## src/rtl/clock_edge_monitor_if.sv

```systemverilog
// Bundle between the divided-clock source, the monitor and its consumer.
// Master drives Clk_slow/Enable; slave (the monitor) drives the results.
interface clock_edge_monitor_if #(
  parameter int CNT_W = 8
);
  logic             Clk_slow;
  logic             Enable;
  logic             Rise_pulse;
  logic             Fall_pulse;
  logic [CNT_W-1:0] Period;
  logic             Period_valid;
  logic [CNT_W-1:0] High_time;
  logic             Timeout;

  modport master (
    output Clk_slow,
    output Enable,
    input  Rise_pulse,
    input  Fall_pulse,
    input  Period,
    input  Period_valid,
    input  High_time,
    input  Timeout
  );

  modport slave (
    input  Clk_slow,
    input  Enable,
    output Rise_pulse,
    output Fall_pulse,
    output Period,
    output Period_valid,
    output High_time,
    output Timeout
  );
endinterface

```

## src/rtl/clock_edge_monitor.sv

```systemverilog
// Synchronizes a divided clock, emits edge strobes and measures its period.
// Define CLOCK_EDGE_MONITOR_HIGH_TIME_EN to also capture rise-to-fall time.
module clock_edge_monitor #(
  parameter int SYNC_STAGES = 2,
  parameter int CNT_W       = 8
) (
  input logic                 Clock,
  input logic                 Reset,
  clock_edge_monitor_if.slave bus
);
  localparam logic [CNT_W-1:0] MAX = '1;

  typedef enum logic [1:0] {
    IDLE,
    ARMED,
    MEASURE
  } state_t;

  state_t           r_state;
  logic [SYNC_STAGES-1:0] r_sync;
  logic             r_prev;
  logic             r_rise;
  logic             r_fall;
  logic             r_pv;
  logic             r_to;
  logic [CNT_W-1:0] r_cnt;
  logic [CNT_W-1:0] r_period;

  logic             w_s_last;
  logic             w_rise;
  logic             w_fall;
  logic             w_cnt_max;
  logic [CNT_W-1:0] w_cnt_p1;

  assign w_s_last  = r_sync[SYNC_STAGES-1];
  assign w_rise    = w_s_last & ~r_prev;
  assign w_fall    = ~w_s_last & r_prev;
  assign w_cnt_max = (r_cnt == MAX);
  assign w_cnt_p1  = w_cnt_max ? MAX : r_cnt + 1'b1;

  always_ff @(posedge Clock) begin
    if (Reset) begin
      r_sync   <= '0;
      r_prev   <= 1'b0;
      r_rise   <= 1'b0;
      r_fall   <= 1'b0;
      r_pv     <= 1'b0;
      r_to     <= 1'b0;
      r_cnt    <= '0;
      r_period <= '0;
      r_state  <= IDLE;
    end else begin
      r_sync <= {r_sync[SYNC_STAGES-2:0], bus.Clk_slow};
      r_prev <= w_s_last;
      r_rise <= w_rise;
      r_fall <= w_fall;
      r_pv   <= 1'b0;
      unique case (r_state)
        IDLE: begin
          r_cnt <= '0;
          if (bus.Enable) r_state <= ARMED;
        end
        ARMED: begin
          r_cnt <= '0;
          if (!bus.Enable) begin
            r_state <= IDLE;
          end else if (w_rise) begin
            r_state <= MEASURE;
            r_to    <= 1'b0;
          end
        end
        MEASURE: begin
          if (!bus.Enable) begin
            r_state <= IDLE;
            r_cnt   <= '0;
          end else if (w_rise) begin
            // a rise on the saturated count still completes the period
            r_period <= w_cnt_p1;
            r_pv     <= 1'b1;
            r_to     <= 1'b0;
            r_cnt    <= '0;
          end else if (w_cnt_max) begin
            r_to    <= 1'b1;
            r_state <= ARMED;
            r_cnt   <= '0;
          end else begin
            r_cnt <= w_cnt_p1;
          end
        end
        default: begin
          r_state <= IDLE;
          r_cnt   <= '0;
        end
      endcase
    end
  end

`ifdef CLOCK_EDGE_MONITOR_HIGH_TIME_EN
  logic [CNT_W-1:0] r_high;

  always_ff @(posedge Clock) begin
    if (Reset) begin
      r_high <= '0;
    end else if (r_state == MEASURE && bus.Enable && w_fall) begin
      r_high <= w_cnt_p1;
    end
  end

  assign bus.High_time = r_high;
`else
  assign bus.High_time = '0;
`endif

  assign bus.Rise_pulse   = r_rise;
  assign bus.Fall_pulse   = r_fall;
  assign bus.Period       = r_period;
  assign bus.Period_valid = r_pv;
  assign bus.Timeout      = r_to;
endmodule

```

## src/flat_wrapper.sv

```systemverilog
// flat-port wrapper written by rule: the top's interface ports become plain ports
module clock_edge_monitor_flat 
#(
  parameter int SYNC_STAGES = 2,
  parameter int CNT_W       = 8
)
  (Clock, Reset, bus_Clk_slow, bus_Enable, bus_Rise_pulse, bus_Fall_pulse, bus_Period, bus_Period_valid, bus_High_time, bus_Timeout);
  clock_edge_monitor_if #(.CNT_W(CNT_W)) bus_i ();
  input logic Clock;
  input logic Reset;
  input wire logic [$bits(bus_i.Clk_slow)-1:0] bus_Clk_slow;
  input wire logic [$bits(bus_i.Enable)-1:0] bus_Enable;
  output wire logic [$bits(bus_i.Rise_pulse)-1:0] bus_Rise_pulse;
  output wire logic [$bits(bus_i.Fall_pulse)-1:0] bus_Fall_pulse;
  output wire logic [$bits(bus_i.Period)-1:0] bus_Period;
  output wire logic [$bits(bus_i.Period_valid)-1:0] bus_Period_valid;
  output wire logic [$bits(bus_i.High_time)-1:0] bus_High_time;
  output wire logic [$bits(bus_i.Timeout)-1:0] bus_Timeout;
  assign bus_i.Clk_slow = bus_Clk_slow;
  assign bus_i.Enable = bus_Enable;
  assign bus_Rise_pulse = bus_i.Rise_pulse;
  assign bus_Fall_pulse = bus_i.Fall_pulse;
  assign bus_Period = bus_i.Period;
  assign bus_Period_valid = bus_i.Period_valid;
  assign bus_High_time = bus_i.High_time;
  assign bus_Timeout = bus_i.Timeout;
  clock_edge_monitor #(.SYNC_STAGES(SYNC_STAGES), .CNT_W(CNT_W)) u_core (.Clock(Clock), .Reset(Reset), .bus(bus_i));
endmodule
```

## config.mk

```make
export PLATFORM = sky130hd
export DESIGN_NAME = clock_edge_monitor_flat
export DESIGN_NICKNAME = d
export VERILOG_FILES = /design/src/rtl/clock_edge_monitor_if.sv /design/src/rtl/clock_edge_monitor.sv /design/src/flat_wrapper.sv
export SDC_FILE = /design/constraint.sdc
export NUM_CORES = 1
export LEC_CHECK = 0
export CAP_MARGIN = 20
export CORE_ASPECT_RATIO = 1.4
export CORE_MARGIN = 2
export CORE_UTILIZATION = 40
export CTS_CLUSTER_DIAMETER = 200
export DETAILED_ROUTE_END_ITERATION = 6
export PLACE_DENSITY = 0.66
export SYNTH_ARGS = -nofsm -noshare
export SYNTH_HDL_FRONTEND = slang
export SYNTH_SLANG_ARGS = --single-unit
```

## constraint.sdc

```tcl
create_clock -name Clock -period 4 [get_ports Clock]
set_input_delay 0.6 -clock Clock [delete_from_list [all_inputs] [get_ports Clock]]
set_output_delay 0.6 -clock Clock [all_outputs]
set_load 0.05 [all_outputs]
```

==> results of run 1 <==
[synth_stat cells, types with 2 or more instances]
master    instances
dfxtp_1          25
and3_1            3
nor2_1            7
a211oi_1          4
buf_2             2
buf_4             8
nand3_1           2
inv_1             4
xor2_1            2
o32ai_1           2
nand2_1           4
nand2b_1          4
a21oi_1           9
or3_1             4
o31a_1            2
a311oi_1          3
nor2b_1           5
nor3_1            2
[stage by stage]
step | hold WS [ns] | std cells | setup slack [ns] | cell area, µm² | power [mW]
after global placement | 0.422 | 159 | 1.70 | 1220 | 0.292
after detailed placement | 0.430 | 159 | 1.67 | 1220 | 0.293
after floorplan | 0.414 | 120 | 2.52 | 1110 | 0.292
after CTS | 0.459 | 163 | 1.91 | 1240 | 0.403
after global routing | 0.473 | 163 | 1.87 | 1240 | 0.414
final | 0.458 | 163 | 1.92 | 1240 | 0.399
[kinds of logic (layout without fill, tap and decap cells)]
logic type	count (synthesis)	count (layout)
AO/OA/AOI/OAI	28	28
XOR/XNOR	3	3
adder cells (fa/ha/maj)	1	1
buffers and inverters	16	23
flip-flops	25	25
other	1	8
AND/OR/NAND/NOR	39	39
[final timing paths]
kind / startpoint / end / slack, ns / depth (start not counted)
setup reg to reg: u_core.r_cnt[0]$_SDFF_PP0_ / u_core.r_cnt[4]$_SDFF_PP0_ / 2.40 / 4
setup / recovery: u_core.bus.Period[7]$_SDFFE_PP0P_ / bus_Period[7] / 1.92 / 1
hold / removal: u_core.r_sync[0]$_SDFF_PP0_ / u_core.r_sync[1]$_SDFF_PP0_ / 0.46 / 1
hold reg to reg: u_core.r_sync[0]$_SDFF_PP0_ / u_core.r_sync[1]$_SDFF_PP0_ / 0.46 / 1
[sequential cells by signal (all words and copies together) (netlist names)]
signal / count
u_core.r_cnt: 8
u_core.bus.Fall_pulse: 1
u_core.bus.Timeout: 1
u_core.r_prev: 1
u_core.r_sync: 2
u_core.bus.Period: 8
u_core.bus.Rise_pulse: 1
u_core.r_state: 2
u_core.bus.Period_valid: 1
[final cells by class]
class	instances	area, µm²
Clock buffer	4	26.3
Fill cell	272	1340
Inverter	4	15.0
Multi-Input combinational cell	79	508
Sequential cell	25	500
Tap cell	36	45.0
Timing Repair Buffer	15	150
[where the power goes]
part           internal, mW  switching [mW]  total [mW]
clock network        0.0391          0.0727       0.112
registers             0.252         0.00246       0.254
logic               0.00764          0.0254      0.0330
total                 0.298           0.101       0.399
[metal layers]
metal  vias up  routed length, µm
met4         0                 46
met5         -                  0
met1       393                891
li1        425                  -
met2        12               1020
met3         5                 40
==> out/qor.csv, run 1 <==
stage,metric,value,unit
clock_network,clock_path_buffers,2,
clock_network,path_clk_slew,0.13,ns
timing,fmaxAchievable,480,MHz
clock_network,cts_sinks,25,
synth,synth-edff-count,0,
synth,synth_area_leaders,"dfxtp_1 (46%), buf_4 (5.5%), a21oi_1 (4.2%), nor2b_1 (2.9%), a211oi_1 (2.8%)",
routing,wl,1990,µm
synth,synthArstFlopShare,0,
placed_design,dp_hpwl,1470,µm
synth,synth_compound_area_frac,0.187,
routing,ant_nets,0,
global_routing,antenna_found_initial,0,
clock_network,postCtsResizedCells,0,
critical_path,endpoint_kind,primary output,
timing,final-hold-violation-count,0,
routing,drt_iter0_drc,31,
clock_network,cts_buffers,3,
critical_path,crit_arrival,1.48,ns
outcome,outcome,finished clean,
synth,synth_xor_area_frac,0.0243,
run,drv_cap,0,
synth,synth_top_family_by_area,simple AND/OR/NAND/NOR gates,
layout,layout.cells.most_common_list,"dfxtp_1 (25), clkdlybuf4s50_1 (15), a21oi_1 (9), conb_1 (8), nor2_1 (7)",
clock_network,tritoncts,yes,
clock_network,cts_root_buffer,clkbuf_4,
routing,firstDrtPassIters,4,
critical_path,worst_path_max_delay_cell,clkdlybuf4s50_1,
global_routing,grt-busiest-layer,met2,
die,core-area,2590,µm²
global_routing,grt_use_met1,0.181,
synth,synth_top_area_share,0.462,
critical_path,cp-start-kind,register,
clock_network,ctsHoldBuffers,0,
global_routing,grtUsageTotal,0.148,
layout,antennaDiodeCount,0,
pwr,total_leakage_power,0.427,nW
synth,synth_seq_cells,25,
layout,drive_above_1_share,0.0551,
synth,ys_types,39,
synth,synth_ff_type,dfxtp_1,
die,num_rows,22,
timing,finalSetupTns,0,ns
clock_network,post_cts_buffers,0,
die,start_util,0.418,
critical_path,critPathBufInv,1,
routing,drc,0,
synth,synthSimpleGateAreaFrac,0.218,
die,die_w,48.0,µm
die,die_h,65.5,µm
die,die-area,3140,µm²
layout,postLayoutCoreUtil,0.481,
timing,rsz0062_at_grt,false,
timing,slew-limit-headroom,0.539,
routing,wl_per_cell,12.2,µm
layout,syn_to_final_growth,15.0,%
synth,avgSynthCellArea,9.58,µm²
critical_path,path_delay_family,buffers and inverters,
critical_path,crit_fanout,2,
global_routing,gr-usage-met2,0.235,
layout,final_common_cell,dfxtp_1,
synth,syn-cell-area,1080,µm²
die,io_pins,24,
timing,final_max_slew_viol_count,0,
timing,worst_slew_pin_slew,0.690,ns
placed_design,io_buffers,15,
critical_path,crit_path_max_incr_delay,0.80,ns
timing,fin_crit,2.08,ns
pwr,ir_drop,0.173,mV
timing,worst_clock_skew,0.00352,ns
routing,vias,835,
layout,fin_nets,133,
clock_network,clk_latency,0.32,ns
timing,fin_crit_sh,0.520,
synth,synthAdderAreaFrac,0.0116,
pwr,p_per_area,321,nW/µm²
synth,synth_warnings,0,
synth,synth_top_cell_by_area,dfxtp_1,
global_routing,met3_usage,0.0165,
critical_path,crit_type,reg2out,
global_routing,grt_pass1_vias,767,
hold_path,hp-class,reg2reg,
timing,setup-violations-final,0,
critical_path,worstPathRequired,3.40,ns
placed_design,gp_congestion,0.793,
critical_path,worstPathCellList,clkdlybuf4s50_1,
global_routing,grt_max_degree,18,
synth,ys_seq_area_frac,0.462,
global_routing,grt_pass1_wl,3370,µm
routing,via_per_inst,5.12,
synth,synthCells,113,
global_routing,grt-ovfl-total,0,
synth,synth_mux_area_frac,0,
clock_network,htree_num_levels,1,
Note: power is estimated with default switching activity, not from simulation.
==> run 2, diff against run 1 <==
clock period = 2.05 ns   (was 4 ns; I/O delays follow)
==> run 2 against run 1 <==
Net effect: worst hold slack better by 0.0010 ns; total power up 95%; cell area up 1.2%; die area unchanged; flip-flop and latch count unchanged; sequential power up 95%; clock-buffer cell count unchanged; register-to-register slack worse by 2.0 ns; critical path type unchanged; critical endpoint is now bus_Period[6].
==> out/qor.csv, run 2 (same netlist as run 1, synthesis figures left out) <==
stage,metric,value,unit
routing,met3_length,79,µm
layout,postLayoutCoreUtil,0.487,
layout,syn_to_final_growth,16.4,%
layout,layout.cells.most_common_list,"dfxtp_1 (25), clkdlybuf4s50_1 (15), a21oi_1 (9), conb_1 (8), nor2_1 (7)",
pwr,p_per_area,616,nW/µm²
routing,wl_per_cell,12.5,µm
hold_path,hp-class,reg2reg,
placed_design,gp_congestion,0.813,
layout,num-fill-cells,257,
timing,setup-violations-final,0,
timing,final-hold-violation-count,0,
timing,finalSetupTns,0,ns
timing,rsz0062_at_grt,false,
pwr,internal-power,0.584,mW
timing,fin_crit_sh,0.874,
die,die_w,48.0,µm
layout,antennaDiodeCount,0,
routing,ant_nets,0,
pwr,sequentialPowerShare,0.639,
placed_design,pre_cts_ws,0.204,ns
placed_design,io_buffers,15,
routing,drt_iter0_drc,25,
layout,final_common_cell,dfxtp_1,
clock_network,path_clk_slew,0.12,ns
die,io_pins,24,
critical_path,reg2reg_from,u_core.r_cnt[0]$_SDFF_PP0_,
critical_path,worstPathRequired,1.74,ns
routing,wirelength_met1,882,µm
clock_network,cts_buffers,3,
clock_network,cts_sinks,25,
global_routing,grt-ovfl-total,0,
pwr,ir_drop,0.363,mV
timing,fmaxAchievable,558,MHz
pwr,total_leakage_power,0.436,nW
die,start_util,0.418,
critical_path,crit_fanout,2,
critical_path,cp-start-kind,register,
critical_path,worst_path_max_delay_cell,clkdlybuf4s50_1,
clock_network,cts_root_buffer,clkbuf_4,
clock_network,clk_latency,0.31,ns
critical_path,crit_path_end,bus_Period[6],
routing,wl_met2,1080,µm
die,die-area,3140,µm²
pwr,netSwitchingPower,0.192,mW
critical_path,crit_type,reg2out,
clock_network,htree_num_levels,1,
pwr,p_comb_frac,0.087,
clock_network,postCtsResizedCells,0,
critical_path,endpoint_kind,primary output,
critical_path,critPathBufInv,1,
critical_path,path_delay_family,buffers and inverters,
timing,fin_ws,0.257,ns
global_routing,grt_max_degree,15,
global_routing,grt_pass1_wl,3370,µm
clock_network,clock_path_buffers,2,
global_routing,grtUsageTotal,0.151,
placed_design,dpl-instance-area,1230,µm²
critical_path,rr_endpoint,u_core.r_cnt[7]$_SDFF_PP0_,
critical_path,worstPathCellList,clkdlybuf4s50_1,
critical_path,crit_path_max_incr_delay,0.81,ns
pwr,switching_share,0.247,
timing,fin_crit,1.79,ns
layout,final_area,1260,µm²
critical_path,crit_arrival,1.49,ns
timing,slew-limit-headroom,0.537,
die,num_rows,22,
placed_design,dp_hpwl,1590,µm
critical_path,r2r_cells,4,
die,core-area,2590,µm²
routing,drc,0,
critical_path,crit_start,u_core.bus.Period[6]$_SDFFE_PP0P_,
critical_path,path_depth,1,
routing,firstDrtPassIters,4,
routing,via_per_inst,5.16,
layout,fin_nets,135,
die,die_h,65.5,µm
clock_network,tritoncts,yes,
routing,vias,852,
routing,wl,2070,µm
clock_network,post_cts_buffers,0,
global_routing,antenna_found_initial,0,
timing,worst_clock_skew,0.00157,ns
pwr,clkPwrFrac,0.273,
layout,drive_above_1_share,0.0698,
routing,maxUsedRoutingLayer,met4,
timing,worst_slew_pin_slew,0.693,ns
clock_network,ctsHoldBuffers,0,
timing,final_max_slew_viol_count,0,
global_routing,grt_pass1_vias,811,
run,drv_cap,0,
outcome,outcome,finished clean,
critical_path,ff2ff_setup_slack,0.44,ns
-- run 2: changes by cell type in the layout (fill, tap and decap cells not counted) --
cell,delta
buf_4,+2
-- run 2: cell type report --
class	instances	area [µm²]	share of cell area
well taps	36	45.0	0.0357
multi-input cells	79	508	0.403
repair buffers	17	165	0.131
clock buffers	4	26.3	0.0209
inverters	4	15.0	0.0119
flip-flops and latches	25	500	0.397
-- run 2: worst min path at each step --
stage                                 from                           to  slack, ns  depth (start not counted)
2_1_floorplan                        Reset  u_core.r_sync[1]$_SDFF_PP0_       0.38                          1
3_3_place_gp   u_core.r_sync[0]$_SDFF_PP0_  u_core.r_sync[1]$_SDFF_PP0_       0.42                          1
3_5_place_dp   u_core.r_sync[0]$_SDFF_PP0_  u_core.r_sync[1]$_SDFF_PP0_       0.43                          1
4_1_cts        u_core.r_sync[0]$_SDFF_PP0_  u_core.r_sync[1]$_SDFF_PP0_       0.46                          1
5_1_grt        u_core.r_sync[0]$_SDFF_PP0_  u_core.r_sync[1]$_SDFF_PP0_       0.48                          1
6_report       u_core.r_sync[0]$_SDFF_PP0_  u_core.r_sync[1]$_SDFF_PP0_       0.46                          1
-- run 2: power by group through the flow --
stage	Sequential (mW)	Clock (mW)	Combinational, mW
2_1_floorplan	0.509	0	0.0609
3_3_place_gp	0.507	0	0.0667
3_5_place_dp	0.507	0	0.0673
4_1_cts	0.496	0.226	0.0677
5_1_grt	0.497	0.244	0.0716
6_report	0.496	0.212	0.0679
-- run 2: metal layers --
layer  GRT usage  vias up
met5           0        -
met4      0.0845        0
met3      0.0247        2
met2       0.250       21
met1       0.172      396
li1            -      433
-- run 2: stage by stage --
step | power [mW] | instances | hold slack (ns)
detailed placement | 0.574 | 161 | 0.431
global route | 0.813 | 165 | 0.476
finish | 0.776 | 165 | 0.459
floorplan | 0.570 | 120 | 0.379
global placement | 0.573 | 161 | 0.419
CTS | 0.790 | 165 | 0.462
==> run 3, diff against run 2 <==
CELL_PAD_IN_SITES_DETAIL_PLACEMENT = 1   (was default)
CELL_PAD_IN_SITES_GLOBAL_PLACEMENT = 1   (was default)
CORE_UTILIZATION = 37   (was 40)
PLACE_DENSITY = default   (was 0.66)
PLACE_DENSITY_LB_ADDON = 0.1   (was default)
SETUP_SLACK_MARGIN = 0.02   (was default)
==> run 3 against run 2 <==
Net effect: cell area grew 1.9%; register-to-register slack about the same; sequential share of layout area decreased by 0.74 points; flip-flop and latch count stayed put; largest cell class unchanged.
==> out/qor.csv, run 3 (same netlist as run 1, synthesis figures left out) <==
stage,metric,value,unit
layout,fin_nets,135,
global_routing,grtUsageTotal,0.162,
global_routing,antenna_found_initial,0,
die,start_util,0.384,
run,drv_cap,0,
routing,ant_nets,0,
outcome,outcome,finished clean,
layout,drive_above_1_share,0.0775,
placed_design,gp_congestion,0.804,
pwr,total_leakage_power,0.444,nW
timing,fin_crit_sh,0.854,
clock_network,ctsHoldBuffers,0,
routing,drc,0,
routing,via_per_inst,5.29,
timing,fin_crit,1.75,ns
layout,fin_cells,166,
timing,worst_clock_skew,0.00457,ns
critical_path,crit_type,reg2out,
clock_network,tritoncts,yes,
layout,syn_to_final_growth,18.6,%
critical_path,critPathBufInv,1,
clock_network,clock_path_buffers,2,
die,die_w,49.7,µm
timing,setup-violations-final,0,
die,io_pins,24,
global_routing,grt-ovfl-total,0,
placed_design,io_buffers,15,
critical_path,worstPathCellList,clkdlybuf4s50_1,
clock_network,cts_root_buffer,clkbuf_8,
clock_network,clk_latency,0.28,ns
global_routing,grt_pass1_vias,879,
clock_network,cts_sinks,25,
critical_path,cp-start-kind,register,
timing,worst_slew_pin_slew,0.579,ns
timing,rsz0062_at_grt,false,
global_routing,grt_max_degree,16,
clock_network,path_clk_slew,0.09,ns
critical_path,worst_path_max_delay_cell,clkdlybuf4s50_1,
pwr,p_per_area,677,nW/µm²
critical_path,path_delay_family,buffers and inverters,
hold_path,hp-class,reg2reg,
routing,wl,2490,µm
layout,postLayoutCoreUtil,0.455,
timing,fmaxAchievable,571,MHz
die,die_h,68.0,µm
layout,final_area,1280,µm²
layout,final_common_cell,dfxtp_1,
layout,layout.cells.most_common_list,"dfxtp_1 (25), clkdlybuf4s50_1 (15), a21oi_1 (9), conb_1 (8), nor2_1 (7)",
placed_design,dpl-instance-area,1230,µm²
timing,finalSetupTns,0,ns
routing,firstDrtPassIters,4,
routing,vias,878,
critical_path,crit_fanout,2,
die,core-area,2820,µm²
clock_network,postCtsResizedCells,0,
global_routing,grt_pass1_wl,4080,µm
critical_path,crit_arrival,1.44,ns
placed_design,dp_hpwl,1870,µm
critical_path,worstPathRequired,1.74,ns
clock_network,post_cts_buffers,0,
timing,final_max_slew_viol_count,0,
critical_path,crit_path_max_incr_delay,0.81,ns
timing,final-hold-violation-count,0,
clock_network,htree_num_levels,1,
critical_path,endpoint_kind,primary output,
pwr,ir_drop,0.338,mV
die,num_rows,23,
clock_network,cts_buffers,3,
die,die-area,3380,µm²
placed_design,dp.cells,162,
layout,num-fill-cells,347,
layout,antennaDiodeCount,0,
routing,wl_per_cell,15.0,µm
routing,drt_iter0_drc,3,
timing,slew-limit-headroom,0.612,
==> run 3: cell count changes in the layout (fill, tap and decap cells not counted) <==
cell / delta
clkbuf_8: +3
clkinvlp_4: +1
clkbuf_4: -3
clkbuf_1: -1
==> run 3: layout make-up <==
class                      count  area [µm²]  area share
sequential                    25         500       0.390
multi-input combinational     79         508       0.396
clock inverter                 1        7.51     0.00585
clock buffer                   3        41.3      0.0322
tap                           37        46.3      0.0361
inverter                       4        15.0      0.0117
timing repair buffer          17         165       0.129
==> run 3: through the flow <==
step | power (mW) | hold slack [ns] | setup slack [ns]
after detailed placement | 0.575 | 0.448 | 0.204
final | 0.870 | 0.458 | 0.299
after global routing | 0.895 | 0.475 | 0.258
after global placement | 0.574 | 0.419 | 0.224
after floorplan | 0.570 | 0.379 | 0.589
after CTS | 0.879 | 0.462 | 0.281
==> run 3: power by group <==
group | internal [mW] | switching [mW]
registers | 0.491 | 0.00500
logic | 0.0171 | 0.0510
clock network | 0.138 | 0.168
==> run 3: per-layer routing <==
layer | track usage | vias to the layer above | share of wire
met5 | 0 | - | 0
met2 | 0.292 | 10 | 0.54
met4 | 0.104 | 0 | 0.024
met3 | 0.0218 | 5 | 0.019
met1 | 0.180 | 438 | 0.42
li1 | - | 425 | -
==> run 3: worst paths after layout <==
kind | start | endpoint | slack [ns] | cells after the start
setup / recovery | u_core.bus.Period[4]$_SDFFE_PP0P_ | bus_Period[4] | 0.30 | 1
hold / removal | u_core.r_sync[0]$_SDFF_PP0_ | u_core.r_sync[1]$_SDFF_PP0_ | 0.46 | 1
setup reg to reg | u_core.r_cnt[0]$_SDFF_PP0_ | u_core.r_cnt[7]$_SDFF_PP0_ | 0.44 | 4
hold reg to reg | u_core.r_sync[0]$_SDFF_PP0_ | u_core.r_sync[1]$_SDFF_PP0_ | 0.46 | 1
